### src/rtl/ddr_phy_dqsw_gen.sv
// DQS write-path sequencer: per-lane DQS serializer pattern/OEN slices and DQ strobes,
// driven from a shift-register delay line with runtime write latency and BL4/BL8 bursts.
module ddr_phy_dqsw_gen #(
    parameter int unsigned LANES  = 2,
    parameter int unsigned MAX_WL = 15
) (
    input  logic                 clk100m,
    input  logic                 phy_rst,
    input  logic                 write,
    input  logic                 burst8,
    input  logic [3:0]           wl,
    input  logic [LANES-1:0]     lane_en,
    input  logic                 wl_mode,
    input  logic                 wl_pulse,
    output logic [8*LANES-1:0]   dqs_pat,
    output logic [4*LANES-1:0]   dqs_oen,
    output logic                 write_start,
    output logic                 write_main,
    output logic                 write_end,
    output logic                 busy,
    output logic                 err_collision
);

    localparam int unsigned DEPTH = MAX_WL + 5;

    logic [DEPTH:1] vld_q;
    logic [DEPTH:1] bl8_q;
    logic           pulse_q;
    logic           err_q;

    int unsigned    we;
    logic           wr_acc;
    logic           dem_h;
    logic           dem_l;
    logic           start_c;
    logic           main_c;
    logic           end_c;
    logic           coll_c;

    function automatic int unsigned burst_cycles(input logic b8);
        return b8 ? 32'd4 : 32'd2;
    endfunction

    // Write-leveling mode swallows write commands entirely.
    assign wr_acc = write & ~wl_mode;

    // Effective latency: at least 2 so the preamble tap is never tap 0.
    always_comb begin
        we = 32'(wl);
        if (we < 32'd2) we = 32'd2;
        if (we > MAX_WL) we = MAX_WL;
    end

    always_ff @(posedge clk100m) begin
        if (phy_rst) begin
            vld_q   <= '0;
            bl8_q   <= '0;
            pulse_q <= 1'b0;
            err_q   <= 1'b0;
        end else begin
            vld_q   <= {vld_q[DEPTH-1:1], wr_acc};
            bl8_q   <= {bl8_q[DEPTH-1:1], burst8};
            pulse_q <= wl_mode & wl_pulse & ~pulse_q;
            if (wr_acc && coll_c) err_q <= 1'b1;
        end
    end

    // Every in-flight command contributes preamble/data/postamble demands by its tap position.
    always_comb begin
        dem_h   = 1'b0;
        dem_l   = 1'b0;
        start_c = 1'b0;
        main_c  = 1'b0;
        end_c   = 1'b0;
        coll_c  = 1'b0;
        for (int unsigned k = 1; k <= DEPTH; k++) begin
            if (vld_q[k]) begin
                if (k == we - 32'd1) dem_h = 1'b1;
                if (k >= we && k <= we + burst_cycles(bl8_q[k]) - 32'd1) begin
                    dem_h = 1'b1;
                    dem_l = 1'b1;
                end
                if (k == we + burst_cycles(bl8_q[k])) begin
                    dem_l = 1'b1;
                    end_c = 1'b1;
                end
                if (k == we) start_c = 1'b1;
                if (k >= we + 32'd1 && k + 32'd2 <= we + burst_cycles(bl8_q[k])) main_c = 1'b1;
                if (k < burst_cycles(bl8_q[k])) coll_c = 1'b1;
            end
        end
        if (pulse_q) begin
            dem_h = 1'b1;
            dem_l = 1'b1;
        end
    end

    always_comb begin
        dqs_oen = '1;
        for (int unsigned i = 0; i < LANES; i++) begin
            if (lane_en[i]) dqs_oen[4*i +: 4] = {~dem_h, ~dem_h, ~dem_l, ~dem_l};
        end
    end

    assign dqs_pat       = {LANES{8'b1111_0000}};
    assign write_start   = start_c;
    assign write_main    = main_c;
    assign write_end     = end_c;
    assign busy          = (|vld_q) | pulse_q;
    assign err_collision = err_q;

endmodule
### config.mk
export PLATFORM = sky130hd
export DESIGN_NAME = ddr_phy_dqsw_gen
export DESIGN_NICKNAME = d
export VERILOG_FILES = /design/src/rtl/ddr_phy_dqsw_gen.sv
export SDC_FILE = /design/constraint.sdc
export NUM_CORES = 1
export LEC_CHECK = 0
export ABC_AREA = 1
export ABC_CLOCK_PERIOD_IN_PS = 8000
export CAP_MARGIN = 20
export CORE_UTILIZATION = 30
export CTS_BUF_LIST = sky130_fd_sc_hd__clkbuf_8 sky130_fd_sc_hd__clkbuf_16
export CTS_CLUSTER_SIZE = 12
export DETAILED_ROUTE_END_ITERATION = 10
export SETUP_SLACK_MARGIN = 0.15
export SLEW_MARGIN = 40
export SYNTH_ARGS = -nofsm -noshare
export SYNTH_HDL_FRONTEND = slang
export SYNTH_SLANG_ARGS = --single-unit
### constraint.sdc
create_clock -name clk100m -period 8 [get_ports clk100m]
set_clock_uncertainty 0.1 [all_clocks]
set_input_delay 0.8 -clock clk100m [delete_from_list [all_inputs] [get_ports clk100m]]
set_output_delay 0.8 -clock clk100m [all_outputs]
set_load 0.02 [all_outputs]
==> summary.md, run 1 <==
| Metric | Value |
|---|---|
| Run status | finished, final reports clean |
| Final Hold Viols | 0 |
| Simple-Gate Fraction of Synth Area | 45.0% |
| Hold WC Path Type | flip-flop to flip-flop |
| Hpwl dp | 14400 µm |
| Register area share after synthesis | 13.9% |
| Port Buf Inserts | 24 |
| Row count | 51 |
| Post-synthesis adder-cell area fraction | 17.5% |
| CTS sink count | 42 |
| Reg2reg path depth | 4 |
| Sequential power share | 30.6% |
| RSZ-0062 raised after global routing | false |
| DRC violations left | 0 |
| Crit Path Max Fanout | 15 |
| Int Pwr | 418 µW |
| Pre-antenna DRT Iters | 5 |
| Yosys warns | 0 |
| Worst-Skew Late Latency | 0.29 ns |
| Final slew viol count | 0 |
| CTS Buffer Depth | 2 |
| Area delta synth->final | 8.43% |
| Synth top area cells | ha_1 18%, nand2_1 17%, dfxtp_1 14% |
| Worst hold endpoint | bl8_q[13] |
| Crit path kind | primary input to output port |
| Post-synthesis cell count | 1068 |
| Combinational power share | 39.2% |
| Post-synth EDFFs | 0 |
| MaxCap Viol Count | 0 |
| Final setup fails | 0 |
| Drt initial violations | 552 |
| Cell Pwr Density | 106 nW/µm² |
| Global-route met3 utilization | 2.25% |
| Hold buffers post-CTS | 0 |
| CTS root buffer | clkbuf_16 |
| Reg-to-reg critical path endpoint | err_collision |
| Fin crit share | 72.7% |
| Largest area contributor in the netlist | ha_1 |
| Post-synthesis compound-gate area fraction | 6.62% |
| NetSw | 278 µW |
| Ports | 41 |
| Busiest grt layer | met2 |
| Worst setup EP type | output port |
| Via count | 6474 |
| Die Ht | 144 µm |
| Switching Share | 39.9% |
| Wire length of the first global-routing pass | 30300 µm |
| Post-route total power | 696 µW |
| Mux contribution to synthesized area | 0% |
| R2R Path Start | vld_q[2] |
| Die width | 144 µm |
| Min cycle time layout | 5.82 ns |
| Yosys reg bits | 42 |
| Detail Route Antenna Nets | 0 |
| TritonCTS clock tree | yes |
| PostCTS Resize Cnt | 0 |
| Relative slew slack | 56.3% |
| Hold path depth | 2 |
| Largest family of logic cells by synthesized area | simple AND/OR/NAND/NOR gates |
| Top FF cell, synth | dfxtp_1 |
| Ant diodes | 0 |
| Antenna violations before repair | 0 |
| Clock network power share | 30.3% |
| Drt wl/cell | 13.9 µm |
| Crit path DAT | 4.92 ns |
| GR Util met2 | 29.7% |
| Via/cell ratio | 4.82 |
| GRT Util Overall | 18.7% |
| Min-delay src | bl8_q[12] |
| Fill count | 2234 |
| Core footprint | 19700 µm² |
| Fmax | 0.172 GHz |
| Data required time of the critical path | 7.10 ns |
| XOR/XNOR share of the synthesized area | 0.701% |
| R2R Setup Slk | 6.84 ns |
| Yosys cell types | 43 |
| Setup bufs post-CTS | 0 |
| Slew @ Worst Pin | 0.654 ns |
| Routed wire length | 18700 µm |
| Synth top area share | 17.5% |
| Die ar. | 20800 µm² |
| Share of layout cells above drive strength 1 | 3.06% |
| Starting Density | 30.9% |
| Post-Syn Area | 6070 µm² |
| CTS buffer count | 5 |
| Static leakage | 3.59 nW |
| Non-Filler Instances | 1343 |
| Gr ovfl total | 0 |
| Placed Instances | 1335 |
| Async S/R FF share, synth | 0% |
| Clock transition at path regs | 0.07 ns |
| Setup TNS | 0 ns |
| H-tree depth | 2 |
| Placer Congestion | 1.01 |
| GR Util met1 | 25.9% |
| Crit start category | primary input |
| Syn Area/Cell | 5.68 µm² |
| # nets final | 1174 |
| Largest net degree at the start of global routing | 43 |
| Max rail drop VDD | 76.9 µV |
| Number of global-route vias before repair | 5954 |
-- synthesized netlist by cell type (all sizes together), types with 4 or more instances --
cell,n
nor2,195
o22ai,4
buf,36
xor2,4
ha,85
o21ai,27
clkbuf,8
nand4,27
inv,181
nor3,19
nand2,284
nand3b,11
nor4,5
dfxtp,42
nand3,80
a21oi,27
and2,11
-- layout make-up --
class	count	area, µm²	area share, %
flip-flops and latches	42	841	12.8
well taps	265	332	5.04
inverters	181	679	10.3
clock inverters	3	17.5	0.266
repair buffers	32	290	4.41
clock buffers	5	125	1.90
multi-input cells	815	4300	65.3
-- per-stage QoR --
stage | hold WS (ns) | utilization (%) | instance area, µm² | worst slack [ns]
finish | 0.379 | 33.5 | 6580 | 2.18
global route | 0.396 | 33.5 | 6580 | 1.77
floorplan | 0.337 | - | 6120 | 3.14
detailed placement | 0.367 | 32.8 | 6440 | 2.19
CTS | 0.379 | 33.5 | 6580 | 2.18
global placement | 0.369 | 32.8 | 6440 | 2.31
-- per-layer routing --
layer  up-vias  part of all wire [%]
met2       200                    43
met4         0                   2.7
met3        34                   5.3
met1      2900                    49
li1       3340                     -
met5         -                     0
-- power groups by stage --
stage,logic (mW),clock network [mW],registers (mW)
floorplan,0.212,0,0.217
global placement,0.266,0,0.218
detailed placement,0.269,0,0.218
CTS,0.271,0.211,0.213
global route,0.313,0.222,0.213
finish,0.273,0.211,0.213
-- kinds of logic after synthesis --
logic type / Yosys count
adder cells (fa/ha/maj): 85
flip-flops: 42
buffers and inverters: 225
XOR/XNOR: 4
AND/OR/NAND/NOR: 639
AO/OA/AOI/OAI: 71
other: 2
-- state kept, by name, indices dropped and copies added, names as in the netlist --
| name | flops |
|---|---|
| bl8_q | 20 |
| vld_q | 20 |
| err_collision | 1 |
| pulse_q | 1 |
-- layout by cell type (no fill, tap or decap), drive strengths merged, types with 2 or more instances in the layout --
cell / instances
nand2: 284
buf: 10
o2111ai: 2
a21boi: 2
dfxtp: 42
nor4: 5
o21bai: 2
o22ai: 4
nor3: 19
nand3b: 11
conb: 16
nor3b: 2
nand3: 80
o21ai: 27
nand4: 27
and2: 11
nor2: 195
ha: 85
clkinv: 2
a21oi: 27
clkdlybuf4s50: 22
inv: 182
xor2: 4
clkbuf: 5
and3: 2
or2: 2
-- worst max-delay path, stage by stage --
cell	delay, ns
clkdlybuf4s50_1	0.47
nor2_1	0.30
inv_1	0.30
buf_4	0.32
ha_1	0.23
ha_1	0.18
inv_1	0.06
nand2_2	0.06
xor2_2	0.16
and3_1	0.17
ha_1	0.27
nand3b_1	0.08
nor2_1	0.11
nand3_1	0.08
nand2_1	0.07
nand2_1	0.08
nor2_1	0.10
nand2_1	0.06
nor2_1	0.09
nand2_1	0.05
nor2_1	0.08
nand2_1	0.10
nand2_1	0.09
clkdlybuf4s50_1	0.61
-- how the worst max path moves through the flow --
stage          startpoint  slack [ns]          to  cells past startpoint
2_1_floorplan       wl[3]        3.14  dqs_oen[3]                     22
3_3_place_gp        wl[1]        2.31  dqs_oen[7]                     22
3_5_place_dp        wl[1]        2.19  dqs_oen[7]                     22
4_1_cts             wl[1]        2.18  dqs_oen[7]                     22
5_1_grt             wl[1]        1.77  dqs_oen[6]                     22
6_report            wl[1]        2.18  dqs_oen[0]                     24
(Power assumes the default switching activity.)
==> inputs of run 2 (changes only) <==
--- a/config.mk
+++ b/config.mk
@@ -6,7 +6,7 @@
 export NUM_CORES = 1
 export LEC_CHECK = 0
 export ABC_AREA = 1
-export ABC_CLOCK_PERIOD_IN_PS = 8000
+export ABC_CLOCK_PERIOD_IN_PS = 5200
 export CAP_MARGIN = 20
 export CORE_UTILIZATION = 30
 export CTS_BUF_LIST = sky130_fd_sc_hd__clkbuf_8 sky130_fd_sc_hd__clkbuf_16
==> constraint.sdc (replaced) <==
create_clock -name clk100m -period 5.2 [get_ports clk100m]
set_clock_uncertainty 0.1 [all_clocks]
set_input_delay 0.52 -clock clk100m [delete_from_list [all_inputs] [get_ports clk100m]]
set_output_delay 0.52 -clock clk100m [all_outputs]
set_load 0.02 [all_outputs]
==> run 2 against run 1 <==
Effect of this change:
- hold slack worse by 0.0080 ns
- final cell count is 0.52% higher
- largest cell class unchanged
- count of clock-buffer cells in the layout stayed put
- final area is 1.4% higher
- highest routed layer unchanged
- combinational power is 56% higher
- wire length is 1.4% higher
==> summary.md, run 2 (synthesis gave the netlist of run 1 again) <==
| Metric | Value |
|---|---|
| Run status | finished, final reports clean |
| Via/cell ratio | 4.79 |
| Relative slew slack | 64.5% |
| Row count | 51 |
| Hpwl dp | 14700 µm |
| Worst path max stage delay | 0.62 ns |
| Slew @ Worst Pin | 0.532 ns |
| Core footprint | 19700 µm² |
| Setup Slack @ Placement | 0.385 ns |
| Drt wl/cell | 14.0 µm |
| Fill count | 2246 |
| Placer Congestion | 0.989 |
| Final setup fails | 0 |
| Top Registers | bl8_q (20), vld_q (20) |
| Pre-antenna DRT Iters | 5 |
| CP max-delay cell | clkdlybuf4s50_1 |
| TritonCTS clock tree | yes |
| Antenna violations before repair | 0 |
| Crit path DAT | 3.96 ns |
| Share of layout cells above drive strength 1 | 3.59% |
| Setup TNS | 0 ns |
| Clock transition at path regs | 0.06 ns |
| Area of the multi-input gates | 4300 µm² |
| Final setup margin | 0.623 ns |
| Area delta synth->final | 9.96% |
| Ant diodes | 0 |
| Largest net degree at the start of global routing | 43 |
| Gr ovfl total | 0 |
| Crit-path cells | clkdlybuf4s50_1 > nor2_1 > inv_1 > buf_4 > buf_4 > ha_1 > nand2_1 > nand2_1 > inv_1 > nor2_1 > nand2_1 > nor3_1 > o21ai_0 > nand4_1 > nor2_1 > nand3b_1 > clkdlybuf4s50_1 |
| Worst setup EP type | output port |
| Detail Route Antenna Nets | 0 |
| Crit Path Max Fanout | 15 |
| Fmax | 0.218 GHz |
| Crit start category | primary input |
| CP Buf/Inv Count | 6 |
| Port Buf Inserts | 24 |
| GRT Util Overall | 18.9% |
| Via count | 6471 |
| Cell Pwr Density | 168 nW/µm² |
| Crit path max-delay family | buffers and inverters |
| Data required time of the critical path | 4.58 ns |
| Die width | 144 µm |
| Max rail drop VDD | 122 µV |
| Ports | 41 |
| Wire length of the first global-routing pass | 30100 µm |
| Final Hold Viols | 0 |
| Static leakage | 3.65 nW |
| Min cycle time layout | 4.58 ns |
| CTS buffer count | 5 |
| Routed wire length | 18900 µm |
| Starting Density | 30.9% |
| CTS sink count | 42 |
| Die Ht | 144 µm |
| Fin util | 34.0% |
| Commonest non-fill, non-tap cell in the layout | nand2_1 |
| Number of global-route vias before repair | 5856 |
| Die ar. | 20800 µm² |
| Cell area after layout | 6670 µm² |
| CTS Buffer Depth | 2 |
| Placed cell areas | 6490 µm² |
| Crit path kind | primary input to output port |
| CTS root buffer | clkbuf_16 |
| Hold buffers post-CTS | 0 |
| MaxCap Viol Count | 0 |
| RSZ-0062 raised after global routing | false |
| Fin crit share | 88.0% |
| Final slew viol count | 0 |
| Hold WC Path Type | flip-flop to flip-flop |
| DRC violations left | 0 |
| Most frequent cells in the layout | 277 x nand2_1, 193 x nor2_1, 181 x inv_1, 85 x ha_1, 80 x nand3_1 |
| Worst-Skew Late Latency | 0.30 ns |
| Sequential cell area | 841 µm² |
| Drt initial violations | 657 |
| H-tree depth | 2 |
| # nets final | 1181 |
run 2: metal layers:
layer  track usage (%)  wire (µm)
met1              25.0       8950
met2              30.9       8090
met3              3.28       1310
met4              6.32        559
met5                 0          0
run 2: path summary, 6_finish.rpt:
kind              slack, ns  cells past startpoint          start       endpoint
hold / removal         0.37                      2  err_collision  err_collision
setup / recovery       0.62                     17          wl[1]     write_main
setup reg to reg       4.12                      4       vld_q[3]  err_collision
hold reg to reg        0.37                      2  err_collision  err_collision
run 2: what timing repair did:
item,CTS,global route
buffers inserted,0,0
resized for setup,0,8
setup endpoints to repair,0,8
run 2: report_power, final:
group          internal (mW)  switching, mW
Clock                  0.224          0.144
Sequential             0.324        0.00284
Combinational          0.146          0.278
run 2: final cells by class:
cell class	count	area share (%)
timing repair buffer	39	5.44
inverter	181	10.2
sequential	42	12.6
clock buffer	5	1.87
tap	265	4.97
multi-input combinational	815	64.4
clock inverter	3	0.562
run 2: worst register-to-register path: cells and delay by family, from the launching register on:
family / cells / cell delay, ns
flops: 1 / 0.31
compound gates: 3 / 0.36
buf+inv: 1 / 0.19
run 2: per-stage QoR:
stage                     hold slack [ns]  cells  power [mW]
after floorplan                     0.337   1082       0.660
after global placement              0.364   1342       0.750
after detailed placement            0.360   1342       0.755
after CTS                           0.381   1350        1.12
after global routing                0.394   1350        1.20
final                               0.371   1350        1.12
==> inputs of run 3 (changes only) <==
--- a/config.mk
+++ b/config.mk
@@ -12,6 +12,7 @@
 export CTS_BUF_LIST = sky130_fd_sc_hd__clkbuf_8 sky130_fd_sc_hd__clkbuf_16
 export CTS_CLUSTER_SIZE = 12
 export DETAILED_ROUTE_END_ITERATION = 10
+export REMOVE_ABC_BUFFERS = 1
 export SETUP_SLACK_MARGIN = 0.15
 export SLEW_MARGIN = 40
 export SYNTH_ARGS = -nofsm -noshare
==> run 3 against run 2 <==
Effect of this change:
- via count is 1.0% lower
- combinational power about the same
- sequential share of layout area is essentially flat
==> summary.md, run 3 (synthesis gave the netlist of run 1 again) <==
| Metric | Value |
|---|---|
| Placer Congestion | 1.00 |
| Final setup fails | 0 |
| Top Registers | bl8_q (20), vld_q (20) |
| Drt wl/cell | 14.4 µm |
| GR Util met1 | 24.9% |
| Fin util | 34.0% |
| CP max-delay cell | clkdlybuf4s50_1 |
| Area delta synth->final | 10.1% |
| Setup TNS | 0 ns |
| Drt initial violations | 450 |
| Max rail drop VDD | 104 µV |
| RSZ-0062 raised after global routing | false |
| Min cycle time layout | 4.65 ns |
| Busiest grt layer | met2 |
| Crit-path cells | buf_2 > buf_4 > inv_1 > buf_4 > ha_1 > inv_1 > nor2_1 > nand2_1 > nor3_1 > o21ai_0 > nand4_1 > nor2_1 > nand3b_1 > clkdlybuf4s50_1 |
| GR Util met2 | 33.9% |
| Clock transition at path regs | 0.06 ns |
| Combinational power share | 37.9% |
| Min-delay src | err_collision |
| GRT Util Overall | 19.7% |
| Commonest non-fill, non-tap cell in the layout | nand2_1 |
| Antenna violations before repair | 0 |
| CTS Buffer Depth | 2 |
| CP Launch Point | wl[3] |
| Fmax | 0.215 GHz |
| Worst path max stage delay | 0.63 ns |
| Ports | 41 |
| Static leakage | 3.65 nW |
| Largest net degree at the start of global routing | 43 |
| Detail Route Antenna Nets | 0 |
| Worst-Skew Late Latency | 0.30 ns |
| Number of global-route vias before repair | 5905 |
| Worst setup EP type | output port |
| Slew @ Worst Pin | 0.529 ns |
| Crit path kind | primary input to output port |
| Via count | 6406 |
| Routed wire length | 19500 µm |
| Switching Share | 38.3% |
| Wire length of the first global-routing pass | 31000 µm |
| NetSw | 431 µW |
| Die Ht | 144 µm |
| CTS buffer count | 5 |
| Setup bufs post-CTS | 0 |
| Relative slew slack | 64.7% |
| Die width | 144 µm |
| Hold WC Path Type | flip-flop to flip-flop |
| Starting Density | 30.9% |
| Sequential power share | 29.0% |
| CTS sink count | 42 |
| CP Buf/Inv Count | 6 |
| DRC violations left | 0 |
| Run status | finished, final reports clean |
| Port Buf Inserts | 24 |
| Ant diodes | 0 |
| Crit start category | primary input |
| Clock network power share | 33.1% |
| Row count | 51 |
| Cell Pwr Density | 169 nW/µm² |
| Share of layout cells above drive strength 1 | 3.78% |
| Most frequent cells in the layout | 277 x nand2_1, 193 x nor2_1, 180 x inv_1, 85 x ha_1, 80 x nand3_1 |
| Int Pwr | 696 µW |
| R2R Path Start | vld_q[3] |
| Pre-antenna DRT Iters | 5 |
| Crit path DAT | 4.03 ns |
| Gr ovfl total | 0 |
| Fin crit share | 89.5% |
| Crit Path Max Fanout | 41 |
| # nets final | 1181 |
| Hpwl dp | 15300 µm |
| Fin Hold WS | 0.377 ns |
| Hold buffers post-CTS | 0 |
| H-tree depth | 2 |
| Final Hold Viols | 0 |
| Via/cell ratio | 4.75 |
| Data required time of the critical path | 4.58 ns |
| Final slew viol count | 0 |
| Die ar. | 20800 µm² |
| MaxCap Viol Count | 0 |
| Global-route met3 utilization | 2.22% |
| TritonCTS clock tree | yes |
| Crit path max-delay family | buffers and inverters |
| Core footprint | 19700 µm² |
| CTS root buffer | clkbuf_16 |
## run 3: changes by cell type in the layout (fill, tap and decap cells not counted), sizes merged
cell / previous run / this run
clkdlybuf4s50: 14 / 13
buf: 17 / 18
## run 3: metal layers
metal / vias up / share of wire [%]
met1: 2838 / 45
met2: 176 / 47
met5: - / 0
met3: 35 / 4.8
li1: 3357 / -
met4: 0 / 3.2
## run 3: what timing repair did
action                                  4_1_cts  5_1_grt
endpoints found under the setup margin        0        8
gates resized for setup                       0       10
endpoints found under the hold margin         0        0
## run 3: area by class of cell
| class | instances | area (µm²) |
|---|---|---|
| Clock inverter | 3 | 37.5 |
| Fill cell | 2203 | 13000 |
| Tap cell | 265 | 332 |
| Multi-Input combinational cell | 815 | 4300 |
| Timing Repair Buffer | 39 | 374 |
| Sequential cell | 42 | 841 |
| Inverter | 181 | 679 |
| Clock buffer | 5 | 125 |
## run 3: through the flow
step | power (mW) | instance area [µm²] | setup slack, ns | instances
after floorplan | 0.628 | 5820 | 0.999 | 1038
after global placement | 0.754 | 6500 | 0.290 | 1342
after detailed placement | 0.759 | 6500 | 0.180 | 1342
after CTS | 1.13 | 6660 | 0.180 | 1350
after global routing | 1.20 | 6690 | 0.224 | 1350
final | 1.13 | 6690 | 0.548 | 1350
## run 3: power groups by stage
stage	Combinational [mW]	Sequential [mW]	Clock [mW]
5_1_grt	0.491	0.327	0.387
4_1_cts	0.427	0.327	0.379
2_1_floorplan	0.294	0.333	0
3_5_place_dp	0.424	0.334	0
6_report	0.428	0.327	0.373
3_3_place_gp	0.420	0.334	0
## run 3: worst min-delay path, stage by stage (launching register included)
cell	delay [ns]
dfxtp_1	0.31
inv_1	0.04
o21ai_0	0.07
## run 3: final timing paths
path                            slack, ns  depth (start not counted)       endpoint
worst max-delay path                 0.55                         14     write_main
worst min-delay path                 0.38                          2  err_collision
worst max register to register       4.09                          4  err_collision
worst min register to register       0.38                          2  err_collision
==> RTL edit, RTL diff (settings of run 3) <==
Take the reset off `bl8_q` and load it in a clocked block of its own.
--- a/src/rtl/ddr_phy_dqsw_gen.sv
+++ b/src/rtl/ddr_phy_dqsw_gen.sv
@@ -54,15 +54,17 @@
     always_ff @(posedge clk100m) begin
         if (phy_rst) begin
             vld_q   <= '0;
-            bl8_q   <= '0;
             pulse_q <= 1'b0;
             err_q   <= 1'b0;
         end else begin
             vld_q   <= {vld_q[DEPTH-1:1], wr_acc};
-            bl8_q   <= {bl8_q[DEPTH-1:1], burst8};
             pulse_q <= wl_mode & wl_pulse & ~pulse_q;
             if (wr_acc && coll_c) err_q <= 1'b1;
         end
+    end
+
+    always_ff @(posedge clk100m) begin
+        bl8_q <= {bl8_q[DEPTH-1:1], burst8};
     end
 
     // Every in-flight command contributes preamble/data/postamble demands by its tap position.
Formal check against the unedited RTL: no difference found for any inputs over 4 cycles, from zero or initial values and one cycle with phy_rst high; that may be too few to reach the edited logic, so the function may still have changed.
==> RTL edit against run 3 <==
  * Worst setup slack improved by 0.015 ns
  * Area after synthesis shrank 1.8%
  * Cell area decreased by 0.58%
  * Wire length shrank 8.8%
  * Total power grew 4.8%
  * Sequential cell count unchanged
  * Global-route usage decreased by 1.3 points
==> RTL edit: results (changes against run 3) <==
worst setup slack before clock tree synthesis 0.106 ns (was 0.180 ns); global-route wire length before repair 28700 µm (was 31000 µm); biggest cell delay along the critical path 0.46 ns (was 0.63 ns); synth top area cells sky130_fd_sc_hd__ha_1, sky130_fd_sc_hd__dfxtp_1, sky130_fd_sc_hd__nand2_1, sky130_fd_sc_hd__inv_1, sky130_fd_sc_hd__nor2_1 (was sky130_fd_sc_hd__ha_1, sky130_fd_sc_hd__nand2_1, sky130_fd_sc_hd__dfxtp_1, sky130_fd_sc_hd__nor2_1, sky130_fd_sc_hd__inv_1); via count 5923 (was 6406); Total GRT Usage 18.3% (was 19.7%); Max IR drop VDD 0.119 mV (was 0.104 mV); actual slew at the worst max-slew pin 0.654 ns (was 0.529 ns); Detail Route met2 WL 7880 µm (was 9120 µm); gate family responsible for the most delay along the worst path simple AND/OR/NAND/NOR gates (was buffers and inverters); Plain + repair buffers 43 (was 39); Final #Nets 1103 (was 1181); Static Leakage 3.62 nW (was 3.65 nW); #MultiIn Comb 714 (was 815); largest net degree at the start of global routing 49 (was 43); cell area reported after detailed placement 6460 µm² (was 6500 µm²); slowest stage cell, crit path sky130_fd_sc_hd__fa_1 (was sky130_fd_sc_hd__clkdlybuf4s50_1); result of the run finished, final reports clean (unchanged); met2 usage 29.4% (was 33.9%); fraction of the yosys area taken by sequential cells 14.1% (was 13.9%); GR Util met3 1.74% (was 2.22%); number of library cell types mapped by synthesis 42 (was 43); ratio of cells with drive above 1 in the final layout 4.66% (was 3.78%); detailed route wirelength on metal3 792 µm (was 930 µm); weighted congestion at the end of routability-driven global placement 0.985 (was 1.00); via count of the first global-routing pass 5572 (was 5905); non-clock inverter instance count of the final layout 180 (was 181); multi-input logic portion of the cell area 63.9% (was 64.3%); mean instance size in the synthesized netlist 6.22 µm² (was 5.68 µm²); HP Start bl8_q[2]$_DFF_P_ (was err_collision$_SDFFE_PP0P_); WL per Instance 14.2 µm (was 14.4 µm); Cells after DPL 1244 (was 1342); growth of design area from synthesis to finish 11.5% (was 10.1%); top post-synthesis cells by count sky130_fd_sc_hd__nand2_1, sky130_fd_sc_hd__inv_1, sky130_fd_sc_hd__nor2_1 (was sky130_fd_sc_hd__nand2_1, sky130_fd_sc_hd__nor2_1, sky130_fd_sc_hd__inv_1); met1 usage 25.2% (was 24.9%); footprint of the multi-input gates 4250 µm² (was 4300 µm²); layout filler cell count 2169 (was 2203); Longest Clk Path Bufs 2 (unchanged); level count of the clock H-tree 2 (unchanged); arrival time of the worst setup path 4.02 ns (was 4.03 ns); maximum net fanout on the critical path 5 (was 41); Clock buf/inv share 2.22% (was 2.43%); HPWL after DPL 14200 µm (was 15300 µm); layout clock buffer count 6 (was 5); Critical Path Source wl[1] (was wl[3]); metal1 wirelength 8570 µm (was 8790 µm); layout sequential cell count 42 (unchanged); flip-flop and latch share of the layout cell area 12.7% (was 12.6%); final cell utilization of the core 34.1% (was 34.0%); final wirelength 17700 µm (was 19500 µm); DRT iter0 DRCs 517 (was 450)
## RTL edit: worst paths after layout
check                               end  slack [ns]  depth (start not counted)
max reg2reg  err_collision$_SDFFE_PP0P_        4.04                          4
min                    bl8_q[3]$_DFF_P_        0.27                          0
min reg2reg            bl8_q[3]$_DFF_P_        0.27                          0
max                          dqs_oen[6]        0.56                         24
## RTL edit: kinds of logic after synthesis
kind of cell	after synthesis	synth area share [%]
and+or+nand+nor	496	35.2
buffers and inverters	216	15.7
adders and majority gates	105	24.6
AOI/OAI and AO/OA	81	7.95
DFF	42	14.1
xor gates and xnor gates	16	2.35
other	2	0.126
## RTL edit: power breakdown
part	leakage, nW	switching [mW]	internal [mW]
registers	0.346	0.0115	0.331
logic	3.20	0.316	0.183
clock network	0.0780	0.150	0.189
total	3.62	0.477	0.704
## RTL edit: repair_timing
| action | CTS | global route |
|---|---|---|
| resized for setup | 2 | 11 |
| pin swaps | 0 | 0 |
| endpoints found under the hold margin | 0 | 0 |
| endpoints found under the setup margin | 4 | 8 |
